## src/rtl/word_packer.sv

```systemverilog
// Packs 0..IN_WORDS words per beat LSB-first into OUT_WORDS-wide lines, carrying overflow
// into the next line; a flush closes the current partial line and marks it last.
module word_packer #(
    parameter int unsigned WIDTH     = 32,
    parameter int unsigned IN_WORDS  = 2,
    parameter int unsigned OUT_WORDS = 4
) (
    input  logic                                 i_clk,
    input  logic                                 i_reset,
    input  logic                                 i_valid,
    input  logic [$clog2(IN_WORDS+1)-1:0]        i_count,
    input  logic [IN_WORDS*WIDTH-1:0]            i_word,
    input  logic                                 i_flush,
    output logic                                 o_ready,
    output logic [OUT_WORDS*WIDTH-1:0]           o_word,
    output logic                                 o_valid,
    output logic [$clog2(OUT_WORDS+1)-1:0]       o_fill,
    output logic                                 o_last,
    input  logic                                 i_ready
);

    localparam int unsigned CNT_W   = $clog2(IN_WORDS + 1);
    localparam int unsigned FILL_W  = $clog2(OUT_WORDS + 1);
    localparam int unsigned ACC_N   = OUT_WORDS - 1;
    localparam int unsigned AF_W    = $clog2(OUT_WORDS);
    localparam int unsigned TOT_W   = $clog2(OUT_WORDS + IN_WORDS);
    localparam int unsigned O_WIDTH = OUT_WORDS * WIDTH;
    localparam int unsigned A_WIDTH = ACC_N * WIDTH;
    localparam int unsigned C_WIDTH = O_WIDTH + A_WIDTH;
    localparam int unsigned SH_W    = $clog2(C_WIDTH);

    localparam logic [0:0] ST_ACCUM      = 1'b0;
    localparam logic [0:0] ST_FLUSH_PEND = 1'b1;

    logic [0:0]          r_state;
    logic [A_WIDTH-1:0]  r_acc;
    logic [AF_W-1:0]     r_acc_fill;
    logic [O_WIDTH-1:0]  r_word;
    logic                r_valid;
    logic [FILL_W-1:0]   r_fill;
    logic                r_last;

    logic                w_out_free;
    logic                w_accept;
    logic [CNT_W-1:0]    w_n;
    logic [TOT_W-1:0]    w_total;
    logic                w_full;
    logic [IN_WORDS*WIDTH-1:0] w_in_mask;
    logic [A_WIDTH-1:0]  w_acc_mask;
    logic [SH_W-1:0]     w_shamt;
    logic [C_WIDTH-1:0]  w_comb;
    logic [O_WIDTH-1:0]  w_line;
    logic [A_WIDTH-1:0]  w_rem;
    logic [A_WIDTH-1:0]  w_low;

    assign w_out_free = ~r_valid | i_ready;
    assign o_ready    = i_reset & w_out_free & (r_state == ST_ACCUM);
    assign w_accept   = i_valid & o_ready;

    assign w_n     = (i_count > CNT_W'(IN_WORDS)) ? CNT_W'(IN_WORDS) : i_count;
    assign w_total = TOT_W'(r_acc_fill) + TOT_W'(w_n);
    assign w_full  = (w_total >= TOT_W'(OUT_WORDS));

    // Zero everything beyond the live words so partial lines come out with clean upper words.
    always_comb begin
        w_in_mask = '0;
        for (int k = 0; k < IN_WORDS; k++) begin
            if (CNT_W'(k) < w_n) w_in_mask[k*WIDTH +: WIDTH] = i_word[k*WIDTH +: WIDTH];
        end
        w_acc_mask = '0;
        for (int i = 0; i < ACC_N; i++) begin
            if (AF_W'(i) < r_acc_fill) w_acc_mask[i*WIDTH +: WIDTH] = r_acc[i*WIDTH +: WIDTH];
        end
    end

    assign w_shamt = SH_W'(r_acc_fill) * SH_W'(WIDTH);
    assign w_comb  = C_WIDTH'(w_acc_mask) | (C_WIDTH'(w_in_mask) << w_shamt);
    assign w_line  = w_comb[O_WIDTH-1:0];
    assign w_rem   = w_comb[C_WIDTH-1:O_WIDTH];
    assign w_low   = w_comb[A_WIDTH-1:0];

    always_ff @(posedge i_clk) begin
        if (!i_reset) begin
            r_state    <= ST_ACCUM;
            r_acc      <= '0;
            r_acc_fill <= '0;
            r_word     <= '0;
            r_valid    <= 1'b0;
            r_fill     <= '0;
            r_last     <= 1'b0;
        end else begin
            if (r_valid && i_ready) begin
                r_valid <= 1'b0;
                r_fill  <= '0;
                r_last  <= 1'b0;
            end
            if (r_state == ST_FLUSH_PEND) begin
                if (w_out_free) begin
                    r_word     <= O_WIDTH'(r_acc);
                    r_valid    <= 1'b1;
                    r_fill     <= FILL_W'(r_acc_fill);
                    r_last     <= 1'b1;
                    r_acc      <= '0;
                    r_acc_fill <= '0;
                    r_state    <= ST_ACCUM;
                end
            end else if (w_accept) begin
                if (w_full) begin
                    r_word     <= w_line;
                    r_valid    <= 1'b1;
                    r_fill     <= FILL_W'(OUT_WORDS);
                    r_last     <= i_flush && (w_total == TOT_W'(OUT_WORDS));
                    r_acc      <= w_rem;
                    r_acc_fill <= AF_W'(w_total - TOT_W'(OUT_WORDS));
                    // Overflowing flush: remainder goes out as a separate last line.
                    if (i_flush && (w_total > TOT_W'(OUT_WORDS))) r_state <= ST_FLUSH_PEND;
                end else if (i_flush && (w_total != '0)) begin
                    r_word     <= w_line;
                    r_valid    <= 1'b1;
                    r_fill     <= FILL_W'(w_total);
                    r_last     <= 1'b1;
                    r_acc      <= '0;
                    r_acc_fill <= '0;
                end else begin
                    r_acc      <= w_low;
                    r_acc_fill <= AF_W'(w_total);
                end
            end
        end
    end

    assign o_word  = r_word;
    assign o_valid = r_valid;
    assign o_fill  = r_fill;
    assign o_last  = r_last;

endmodule

```

## config.mk

```make
export PLATFORM = sky130hd
export DESIGN_NAME = word_packer
export DESIGN_NICKNAME = d
export VERILOG_FILES = /design/src/rtl/word_packer.sv
export SDC_FILE = /design/constraint.sdc
export NUM_CORES = 1
export LEC_CHECK = 0
export CORE_MARGIN = 5
export CORE_UTILIZATION = 30
export CTS_CLUSTER_SIZE = 30
export DETAILED_ROUTE_END_ITERATION = 8
export GPL_ROUTABILITY_DRIVEN = 0
export GPL_TIMING_DRIVEN = 0
export PLACE_DENSITY = 0.51
export RECOVER_POWER = 50
export SYNTH_ARGS = -nofsm -noshare
export SYNTH_HDL_FRONTEND = slang
export SYNTH_SLANG_ARGS = --single-unit
```

## constraint.sdc

```tcl
create_clock -name i_clk -period 3 [get_ports i_clk]
set_input_delay 0.6 -clock i_clk [delete_from_list [all_inputs] [get_ports i_clk]]
set_output_delay 0.6 -clock i_clk [all_outputs]
set_load 0.02 [all_outputs]
```

After elaboration in Yosys (flattened, before gate mapping)
Cells that the tools add are included.
- register bits after elaboration: 232
- input port bits: 71
- output and inout port bits: 134
- logic and storage cells: 80
- add/subtract/negate cells: 2
- order comparisons: 8
- equality and inequality tests: 2
- shift operators: 1
- muxes and demuxes: 44
- bitwise logic cells: 7
- reductions and logical operators: 9
- operators by type and width (kind ; number):
    128-bit 2-to-1 mux ; 5
    96-bit 2-to-1 mux ; 5
    96-bit by 224-bit bitwise OR with 224-bit output ; 1
    64-bit by 7-bit left shift with 224-bit output ; 1
    32-bit 2-to-1 mux ; 5
    3-bit 2-to-1 mux ; 6
    1-bit 2-to-1 mux ; 17
    2-bit 2-to-1 mux ; 6
    1-bit by 2-bit less-than comparator with 1-bit output, first input constant ; 4
    3-bit nonzero test ; 2
    1-bit logical AND ; 4
    2-bit by 2-bit adder with 3-bit output ; 1
    1-bit bitwise AND ; 3
    3-bit equality test, second input constant ; 1
    3-bit greater-or-equal comparator, second input constant ; 1
    3-bit greater-than comparator, second input constant ; 1
    3-bit AND reduction ; 1
    2-bit greater-than comparator, second input constant ; 1
    2-bit less-than comparator, first input constant ; 1
    2-bit by 1-bit != test with 1-bit output, second input constant ; 1
    1-bit NOT ; 2
    2-bit AND reduction ; 1
    2-bit nonzero test ; 1
    2-bit by 1-bit subtractor with 2-bit output, second input constant ; 1
    1-bit bitwise OR ; 1

Longest topological paths before layout
Gate-level depths: netlist of the first run.
- word-level depth: 10
- mapped depth: 10
- depth with buffers taken out: 7

Worst setup path before layout of the first run
No wires, ideal clock.
- kind: input-to-reg
- from: input port i_count[0]
- to: register r_word[56], in the netlist o_word[56]
- setup time: 0.070 ns
- arrival time: 2.479 ns
- required time: 2.930 ns
- path slack: 0.451 ns
- cell stages on the path: 9
- buffers on the path: 2
- cell sequence: nor2b_1 > ha_1 > fa_1 > o21ai_2 > a211oi_2 > nor2_1 > buf_2 > buf_2 > o2bb2ai_1
- longest elaborated chain between the ends: 10
- elaborated cells on any way between the ends: 18
- those cells by class: 1 x add/sub; 4 x order compare; 1 x shift; 7 x mux; 1 x bitwise; 4 x reduce/logical
- RTL lines (what ; RTL line ; text):
    from (decl) ; 11 ; input logic [$clog2(IN_WORDS+1)-1:0] i_count,
    2-bit greater-than comparator ; 60 ; assign w_n = (i_count > CNT_W'(IN_WORDS)) ? CNT_W'(IN_WORDS) : i_count;
    2-bit 2-to-1 mux (*) ; 60 ;
    1-bit by 2-bit less-than comparator with 1-bit output ; 68 ; if (CNT_W'(k) < w_n) w_in_mask[k*WIDTH +: WIDTH] = i_word[k*WIDTH +: WIDTH];
    32-bit 2-to-1 mux ; 68 ;
    64-bit by 7-bit left shift with 224-bit output ; 77 ; assign w_comb = C_WIDTH'(w_acc_mask) | (C_WIDTH'(w_in_mask) << w_shamt);
    96-bit by 224-bit bitwise OR with 224-bit output ; 77 ;
    128-bit 2-to-1 mux ; 117 ; end else if (i_flush && (w_total != '0)) begin
    128-bit 2-to-1 mux ; 108 ; if (w_full) begin
    128-bit 2-to-1 mux ; 107 ; end else if (w_accept) begin
    128-bit 2-to-1 mux ; 97 ; if (r_state == ST_FLUSH_PEND) begin
    to (signal assigned) ; 99 ; r_word <= O_WIDTH'(r_acc);
    to (signal assigned) ; 109 ; r_word <= w_line;
    to (signal assigned) ; 118 ; r_word <= w_line;
    to (decl) ; 38 ; logic [O_WIDTH-1:0] r_word;
Every way passes the cells marked *; elsewhere a longest branch is shown, timed or not. The select of a mux whose other input is x is not followed.
A chain may end at the register's enable or synchronous reset.

Worst setup path after layout of the first run
- from: input port i_count[0]
- to: register r_acc[16]
- longest elaborated chain between the ends: 10
- elaborated cells on any way between the ends: 16
- those cells by class: 1 x add/sub; 4 x order compare; 1 x shift; 7 x mux; 1 x bitwise; 2 x reduce/logical
- RTL lines (what ; RTL line ; text):
    2-bit greater-than comparator ; 60 ;
    2-bit 2-to-1 mux (*) ; 60 ;
    1-bit by 2-bit less-than comparator with 1-bit output ; 68 ;
    32-bit 2-to-1 mux ; 68 ;
    64-bit by 7-bit left shift with 224-bit output ; 77 ;
    96-bit by 224-bit bitwise OR with 224-bit output ; 77 ;
    96-bit 2-to-1 mux ; 117 ;
    96-bit 2-to-1 mux (*) ; 108 ;
    96-bit 2-to-1 mux (*) ; 107 ;
    96-bit 2-to-1 mux (*) ; 97 ;
    to (signal assigned) ; 113 ; r_acc <= w_rem;
    to (signal assigned) ; 125 ; r_acc <= w_low;
    to (decl) ; 36 ; logic [A_WIDTH-1:0] r_acc;
Marks and branches as above.

==> run metrics, run 1 <==
Worst-path clk slew roughly 60 ps; crit path max-delay cell type fa_2; synthesized netlist cell count slightly above 1,000; Sequential Area between 0.004 and 0.005 mm2; post-synthesis area per instance between 9 and 10 um2; count of buffer and inverter cells on the critical path 2; maximum fanout along the worst path 10; height of the die ~190 um; sum of negative setup slack 0 ps; largest voltage drop on the vdd net just under 0.0005 V; Hold Crit Depth 2; initial core utilization 0.304; worst flop-to-flop path endpoint r_acc[16]$_SDFFE_PN0P_; count of nets left with antenna violations after detail routing 0; Placed Cells incl. Taps approximately 1,700; number of DRC markers after the initial detailed-route iteration 913; largest net degree at the start of global routing 20; fraction of final layout cells with drive strength greater than 1 0.0935; growth of design area from synthesis to finish 36.0%; startpoint type of the worst setup path primary input; Top-Level Pins roughly 210; end point of the most critical hold path o_valid$_SDFF_PN0_; number of distinct standard cells referenced by the synthesized netlist 47; post-synthesis sequential element count between 200 and 250; type of the most critical hold path in2reg; CTS sink cnt between 200 and 250; area of all placed cells without fillers ~0.014 mm2; Placed Area 0.0128 mm2; final worst path period share 0.953; Std-Cell Core Area between 0.03 and 0.04 mm2; clock tree from TritonCTS done; commonest register cell after synthesis dfxtp_1; count of buffers inserted at the top-level ports between 200 and 250; Yosys top cell by area dfxtp_1; Hold Fails Final Rpt 0; overflow left after global routing 0; setup repair after global routing missed its margin false; Worst Setup Path Type in2reg; Num CTS Buffers 28; filler cell count around 3,300; commonest non-fill, non-tap cells in the layout 232 x dfxtp_1, 133 x dlygate4sd3_1, 131 x a22o_1; number of hold buffers added after cts 0; transition time at the pin with the least slew margin between 700 and 800 ps; per-cell via count in the routed design roughly 5.6; Max Slew Vio Count 0; number of enable flip-flop cells after synthesis 0; post-synth net total around 1,100; Rows 67; register area share after synthesis 0.457; final critical delay including setup and external delays around 2900 ps; cell area after synthesis 0.0102 mm2; reg-to-reg critical path startpoint r_acc_fill[0]$_SDFFE_PN0P_; outcome finished, final reports clean; hold path start i_reset; multi-input combinational cell area 0.00498 mm2; DRC violations left 0; highest cell delay on the worst timing path approximately 600 ps; final routed wire length divided by cell count between 20 and 25 um; Total Wirelength around 40,000 um; via total after detailed routing ~9,700; DIE AREA around 0.038 mm2; maximum clock insertion buffer count 3; Clk Latency, worst-skew pair ~540 ps; pwr/cell area about 560 mW/mm2; Clock Skew around 14 ps; max-cap violations 0; nets@finish ~1,300; die width 194 um; Setup-failing EPs final 0; number of standard cells in the final layout excluding fillers 1,734; leakage power approximately 0.0055 uW; HPWL Detailed 29,700 um; type of destination of the critical path register; reg2reg setup slack just under 500 ps; worst-path cell chain clkdlybuf4s50_1 -> nor2b_1 -> ha_1 -> fa_2 -> o21ai_4 -> o21ai_1 -> clkbuf_1 -> o2bb2ai_1; arrival time reported for the critical path endpoint around 3300 ps; total number of yosys warnings 0; utilization of the core after routing 0.413; worst-case headroom to the max-slew limit 0.525; CP startpoint i_count[0]; leading post-synthesis cells by cell area dfxtp_1 46%, a22o_1 11%, o2bb2ai_1 8.3%; f_max 350 MHz; wire length of the first global-routing pass about 60,000 um; worst r2r path cells 6; CTS HTree Levels 1; number of antenna violations at the first check in global routing 1; Yosys top cell area share 0.457; total routing resource utilization after global routing 0.206; first-pass detailed-route iteration total 7; data required time at the worst endpoint ~3400 ps; cell chosen for the clock root clkbuf_16; share of synthesized flip-flops with an asynchronous set or reset 0; commonest non-fill, non-tap cell in the layout dfxtp_1; critical path's top delay family buffers and inverters; number of global-route vias before repair ~9,700
## worst reg2reg max path, cell delays in order, from the launching register on
cell and delay (ps):
dfxtp_1 330, ha_1 220, fa_2 600, o21ai_4 100, o21ai_1 430, clkbuf_1 570, o2bb2ai_1 120
## kinds of logic after synthesis
logic type	after synthesis	synth area share
multiplexers	34	0.0337
adder cells (fa/ha/maj)	2	0.00320
buffers and inverters	121	0.0560
AO/OA/AOI/OAI	411	0.334
AND/OR/NAND/NOR	232	0.116
flip-flops	232	0.457
## timing repair
action                                  4_1_cts  5_1_grt
setup buffers                                 0        3
pin swaps                                     0        2
gates resized for setup                      11       12
endpoints found under the setup margin      161      215
## layer usage
| layer | global-route usage | vias up | part of all wire |
|---|---|---|---|
| li1 | - | 4505 | - |
| met1 | 0.296 | 4696 | 0.46 |
| met2 | 0.319 | 421 | 0.44 |
| met3 | 0.0389 | 56 | 0.078 |
| met4 | 0.0555 | 0 | 0.021 |
| met5 | 0 | - | 0 |
## stage by stage
step	power (uW)	hold WS, ps	setup slack (ps)
3_3_place_gp	4140	448	-955
5_1_grt	7980	416	8.85
4_1_cts	7760	387	-38.3
6_report	7690	408	141
2_1_floorplan	3720	441	451
3_5_place_dp	4150	449	-985
## worst max-delay path by stage
| stage | to | slack (ps) | depth (start not counted) |
|---|---|---|---|
| after floorplan | o_word[56]$_SDFFE_PN0P_ | 450 | 9 |
| after global placement | o_word[50]$_SDFFE_PN0P_ | -960 | 9 |
| after detailed placement | o_word[46]$_SDFFE_PN0P_ | -980 | 9 |
| after CTS | o_word[46]$_SDFFE_PN0P_ | -40 | 9 |
| after global routing | r_acc[34]$_SDFFE_PN0P_ | 9 | 9 |
| final | r_acc[16]$_SDFFE_PN0P_ | 140 | 8 |
## where the power goes
part           total (uW)  internal, uW  switching (uW)
combinational         863           325             538
sequential           3220          3160            56.0
clock                3610          2250            1350
total                7690          5740            1950
## state kept, by name (all words and copies together) (netlist names)
register	count
o_last	1
o_fill	3
r_acc	96
r_state	1
r_acc_fill	2
o_valid	1
o_word	128
## Yosys cell counts, types with 2 or more instances
cell       number
o2bb2ai_1      96
buf_4           9
nor2_1         40
a311oi_1       32
mux2_2          2
and2_1          2
a32oi_1         2
or2_1           2
o21ai_0         4
nor3b_1         2
buf_2          34
dfxtp_1       232
and3_1         35
o21a_1          3
clkbuf_1       61
nand2b_1       36
and3b_1         2
a222oi_1       32
o211ai_1       32
o31ai_1        32
a221oi_1        3
a21oi_1        38
nand2_1        68
buf_1           9
nor2b_1         5
buf_6           5
a22o_1        131
nand3_1        33
mux2i_1        32
## cell type report
| cell class | count | area share |
|---|---|---|
| multi-input cells | 679 | 0.360 |
| flip-flops and latches | 232 | 0.336 |
| repair buffers | 206 | 0.149 |
| clock buffers | 37 | 0.0598 |
| plain buffers | 118 | 0.0421 |
| well taps | 448 | 0.0406 |
| clock inverters | 10 | 0.0114 |
| inverters | 2 | 0.000543 |
| diodes | 2 | 0.000362 |
Note: power is estimated with default switching activity, not from simulation.
==> run 2: changes to the inputs <==
CORE_ASPECT_RATIO = 0.7   (was default)
==> run metrics, run 2 (same netlist as run 1, synthesis figures left out) <==
Worst Setup Path Type in2reg; count of nets left with antenna violations after detail routing 0 (unchanged); Hold Fails Final Rpt 0 (unchanged); Max Slew Vio Count 0 (unchanged); transition time at the pin with the least slew margin 922 ps (+210 ps); startpoint type of the worst setup path primary input; leakage power 0.00551 uW (+0.19%); filler cell count 3,317 (+1.0%); per-cell via count in the routed design 5.76 (+3.2%); most common cell type on the critical path buf_4; type of destination of the critical path register; Rows 56 (-16%); DIE AREA 0.0377 mm2 (+0.15%); Sw Pwr 1960 uW (+0.49%); total routing resource utilization after global routing 0.215 (+0.00864); critical path's top delay family buffers and inverters; count of buffer and inverter cells on the critical path 4 (+2); pwr/cell area 548 mW/mm2 (-1.5%); Power Internal 5610 uW (-2.3%); setup repair after global routing missed its margin true; final hold slack 439 ps (+30.8 ps); number of antenna violations at the first check in global routing 2 (+1); CTS HTree Levels 1 (unchanged); overflow left after global routing 0 (unchanged); growth of design area from synthesis to finish 35.8%; first-pass detailed-route iteration total 9 (+2); worst-case headroom to the max-slew limit 0.383 (-0.142); largest voltage drop on the vdd net 0.000368 V (-24%); HPWL Detailed 30,300 um (+1.7%); die width 230 um (+19%); clock tree from TritonCTS done; Worst-path clk slew 60 ps (about the same); Std-Cell Core Area 0.0335 mm2 (+0.13%); fraction of final layout cells with drive strength greater than 1 0.0979 (+0.00444); Top-Level Pins 205 (unchanged); number of DRC markers after the initial detailed-route iteration 944 (+3.4%); part of the power in the clock network 0.458 (-0.011); final routed wire length divided by cell count 24.4 um (+3.5%); type of the most critical hold path in2reg; number of global-route vias before repair 9,844 (+2.0%); Num CTS Buffers 26 (-7.1%); number of hold buffers added after cts 0 (unchanged); count of buffers inserted at the top-level ports 203 (unchanged); commonest non-fill, non-tap cells in the layout 232 x dfxtp_1, 133 x dlygate4sd3_1, 131 x a22o_1; Clk Latency, worst-skew pair 550 ps (about the same); DRC violations left 0 (unchanged); height of the die 164 um (-15%); Reg power frac 0.425 (+0.006); part of the power in combinational logic 0.116 (+0.004); max FFs per register 128 (unchanged); sum of negative setup slack 0 ps (unchanged); Total Wirelength 42,000 um (+2.9%); final critical delay including setup and external delays 2930 ps (+68.7 ps); via total after detailed routing 9,924 (+2.5%); Placed Area 0.0127 mm2 (-0.13%); commonest non-fill, non-tap cell in the layout dfxtp_1; switching portion of total power 0.258 (+0.00531); worst-path cell chain clkdlybuf4s50_1 -> nor2b_1 -> ha_1 -> fa_2 -> o21ai_4 -> a211oi_4 -> buf_12 -> buf_4 -> buf_4 -> nor2_1 -> a311oi_1; Setup-failing EPs final 0 (unchanged); Clock Skew 13.9 ps (-0.232 ps); data required time at the worst endpoint 3440 ps (+50 ps); maximum fanout along the worst path 10 (unchanged); outcome finished, final reports clean; multi-input combinational cell area 0.00499 mm2 (+0.25%); CTS sink cnt 232 (unchanged); arrival time reported for the critical path endpoint 3370 ps (+120 ps); area of all placed cells without fillers 0.0138 mm2 (-0.11%); nets@finish 1,341 (+0.075%); Sequential Area 0.00464 mm2 (unchanged); final worst path period share 0.976 (+0.0229); largest net degree at the start of global routing 20 (unchanged); f_max 342 MHz (-2.3%); initial core utilization 0.303 (-0.000397); wire length of the first global-routing pass 62,900 um (+1.9%); max-cap violations 0 (unchanged); maximum clock insertion buffer count 3 (unchanged); cell chosen for the clock root clkbuf_16; utilization of the core after routing 0.412 (-0.000989); highest cell delay on the worst timing path 600 ps (about the same); crit path max-delay cell type fa_2
==> run 2: changes by cell type in the layout (fill, tap and decap cells not counted), moves of 2 or more <==
cell,change
clkbuf_1,-2
buf_4,+3
clkbuf_16,-2
clkbuf_4,+2
clkbuf_8,+2
clkinvlp_4,-3
==> run 2: stage by stage <==
| stage | power (uW) | cells | worst slack, ps |
|---|---|---|---|
| final | 7570 | 1723 | 71.8 |
| after detailed placement | 4150 | 1670 | -1300 |
| after CTS | 7610 | 1719 | -5.01 |
| after global routing | 7810 | 1723 | -31.4 |
| after global placement | 4150 | 1670 | -1270 |
| after floorplan | 3720 | 1032 | 451 |
==> run 2: final timing paths <==
check	slack [ps]	cells past startpoint	to	start
worst max register to register	420	9	o_word[24]$_SDFFE_PN0P_	r_acc_fill[0]$_SDFFE_PN0P_
worst max-delay path	70	11	o_word[24]$_SDFFE_PN0P_	i_count[0]
worst min-delay path	440	2	o_valid$_SDFF_PN0_	i_reset
worst min register to register	460	1	o_word[92]$_SDFFE_PN0P_	o_word[92]$_SDFFE_PN0P_
==> run 2: power by group through the flow <==
| stage | logic [uW] | registers [uW] | clock network, uW |
|---|---|---|---|
| final | 881 | 3220 | 3470 |
| after CTS | 880 | 3220 | 3510 |
| after global placement | 859 | 3290 | 0 |
| after floorplan | 406 | 3320 | 0 |
| after global routing | 942 | 3230 | 3640 |
| after detailed placement | 864 | 3290 | 0 |
==> run 2: per-layer routing <==
layer  up-vias  share of wire  global-route usage  wire length, um
met5         -        0.00031                   0               13
met4         2          0.032              0.0646             1360
met3        87          0.094              0.0598             3950
met2       485           0.41               0.309            17200
met1      4828           0.46               0.313            19500
li1       4522              -                   -                -
==> run 2: cell type report <==
class / instances / share of cell area
multi-input combinational: 679 / 0.361
sequential: 232 / 0.337
timing repair buffer: 209 / 0.151
clock buffer: 41 / 0.0593
buffer: 118 / 0.0436
tap: 435 / 0.0394
clock inverter: 6 / 0.00762
inverter: 2 / 0.000544
antenna: 1 / 0.000181
==> run 2: repair_timing <==
item / in CTS / in global routing
buffers inserted: 3 / 3
gates resized for setup: 20 / 23
endpoints found under the setup margin: 159 / 168
pin swaps: 2 / 3
==> run 3: changes to the inputs <==
CORE_ASPECT_RATIO = 1.2   (was 0.7)
CTS_CLUSTER_DIAMETER = 40   (was default)
SETUP_SLACK_MARGIN = 0.05   (was default)
==> run metrics, run 3 (same netlist as run 1, synthesis figures left out) <==
outcome finished, final reports clean; commonest non-fill, non-tap cells in the layout 232 x dfxtp_1, 133 x dlygate4sd3_1, 131 x a22o_1; Std-Cell Core Area 0.0333 mm2 (-0.46%); HPWL Detailed 30,400 um (+0.48%); height of the die 212 um (+29%); startpoint type of the worst setup path primary input; type of the most critical hold path reg2reg; final routed wire length divided by cell count 23.6 um (-3.1%); leakage power 0.00566 uW (+2.8%); Placed Cells incl. Taps 1,685 (+0.90%); CTS sink cnt 232 (unchanged); fraction of final layout cells with drive strength greater than 1 0.114 (+0.0157); reg-to-reg critical path startpoint r_acc_fill[0]$_SDFFE_PN0P_; Clock Skew 22.9 ps (+9.05 ps); number of DRC markers after the initial detailed-route iteration 979 (+3.7%); sum of negative setup slack 0 ps (unchanged); Top-Level Pins 205 (unchanged); commonest non-fill, non-tap cell in the layout dfxtp_1; CTS HTree Levels 2 (+1); maximum fanout along the worst path 10 (unchanged); per-cell via count in the routed design 5.67 (-1.6%); number of global-route vias before repair 9,853 (+0.091%); type of destination of the critical path register; DRC violations left 0 (unchanged); overflow left after global routing 0 (unchanged); hold path start o_word[42]$_SDFFE_PN0P_; Num CTS Buffers 36 (+38%); number of antenna violations at the first check in global routing 0 (-2); number of hold buffers added after cts 0 (unchanged); f_max 348 MHz (+1.9%); die width 178 um (-23%); wire length of the first global-routing pass 61,300 um (-2.6%); total routing resource utilization after global routing 0.210 (-0.00444); pwr/cell area 605 mW/mm2 (+10%); growth of design area from synthesis to finish 39.3%; arrival time reported for the critical path endpoint 3230 ps (-140 ps); transition time at the pin with the least slew margin 748 ps (-174 ps); data required time at the worst endpoint 3360 ps (-80 ps); DIE AREA 0.0377 mm2 (-0.11%); max-cap violations 0 (unchanged); count of nets left with antenna violations after detail routing 0 (unchanged); Total Wirelength 41,400 um (-1.5%); cell chosen for the clock root clkbuf_16; Worst Setup Path Type in2reg; nets@finish 1,348 (+0.52%); worst-case headroom to the max-slew limit 0.501 (+0.119); via total after detailed routing 9,933 (+0.091%); largest net degree at the start of global routing 20 (unchanged); number of standard cells in the final layout excluding fillers 1,753 (+1.7%); count of buffers inserted at the top-level ports 203 (unchanged); Setup-failing EPs final 0 (unchanged); Rows 73 (+30%); Max Slew Vio Count 0 (unchanged); count of inserted antenna diode cells 0 (-1); largest voltage drop on the vdd net 0.000356 V (-3.4%); Hold Fails Final Rpt 0 (unchanged); Clk Latency, worst-skew pair 520 ps (-30 ps); clock tree from TritonCTS done; final critical delay including setup and external delays 2870 ps (-53.3 ps); first-pass detailed-route iteration total 8 (-1); setup repair after global routing missed its margin true; CP startpoint i_count[0]; max FFs per register 128 (unchanged); Worst-path clk slew 50 ps (about the same); initial core utilization 0.305 (+0.00140); final worst path period share 0.958 (-0.0178); maximum clock insertion buffer count 3 (unchanged)
==> run 3: cell count changes in the layout (fill, tap and decap cells not counted), moves of 2 or more <==
cell / delta
clkbuf_1: -3
buf_4: -2
clkinvlp_4: +5
clkbuf_8: -4
clkbuf_16: +11
clkbuf_4: -2
clkbuf_2: +2
buf_1: -3
inv_6: +4
bufinv_16: +2
clkinv_2: +5
==> run 3: per-stage QoR <==
stage | cell area [um2] | power, uW | setup WS (ps) | hold WS [ps] | utilization
final | 14200 | 8560 | 125 | 454 | 0.425
after global routing | 14200 | 8820 | 14.6 | 461 | 0.425
after CTS | 14100 | 8630 | 49.2 | 434 | 0.423
after detailed placement | 12800 | 4150 | -895 | 448 | 0.383
after global placement | 12800 | 4150 | -907 | 448 | 0.383
after floorplan | 10200 | 3720 | 451 | 441 | -
==> run 3: timing repair <==
item	4_1_cts	5_1_grt
pin swaps	1	2
buffers inserted	0	3
endpoints found under the hold margin	0	0
endpoints found under the setup margin	179	165
resized for setup	17	31
==> run 3: final cells by class <==
| class | count | area [um2] |
|---|---|---|
| Buffer | 118 | 598 |
| Clock buffer | 43 | 1020 |
| Clock inverter | 23 | 279 |
| Fill cell | 3281 | 19200 |
| Inverter | 2 | 7.51 |
| Multi-Input combinational cell | 679 | 4990 |
| Sequential cell | 232 | 4640 |
| Tap cell | 450 | 563 |
| Timing Repair Buffer | 206 | 2050 |
==> run 3: per-layer routing <==
metal  share of wire  GRT usage  vias to the layer above
li1                -          -                     4547
met1            0.42      0.278                     4885
met2            0.48      0.349                      429
met3           0.067     0.0350                       72
met4           0.032     0.0712                        0
met5               0          0                        -
==> run 3: worst max-delay path, stage by stage <==
cell and delay, ps:
clkdlybuf4s50_1 480, nor2b_1 170, ha_1 200, fa_2 610, o21ai_4 100, a211oi_4 390, buf_6 210, buf_4 130
buf_2 220, a311oi_1 120
==> run 3: where the power goes <==
part | switching [uW] | internal [uW]
logic | 536 | 329
clock network | 1590 | 2880
registers | 58.8 | 3170
==> run 3: final timing paths <==
| kind | end | slack [ps] | depth (start not counted) |
|---|---|---|---|
| worst min-delay path | o_word[42]$_SDFFE_PN0P_ | 450 | 1 |
| worst min register to register | o_word[42]$_SDFFE_PN0P_ | 450 | 1 |
| worst max register to register | o_word[2]$_SDFFE_PN0P_ | 540 | 8 |
| worst max-delay path | o_word[2]$_SDFFE_PN0P_ | 130 | 10 |
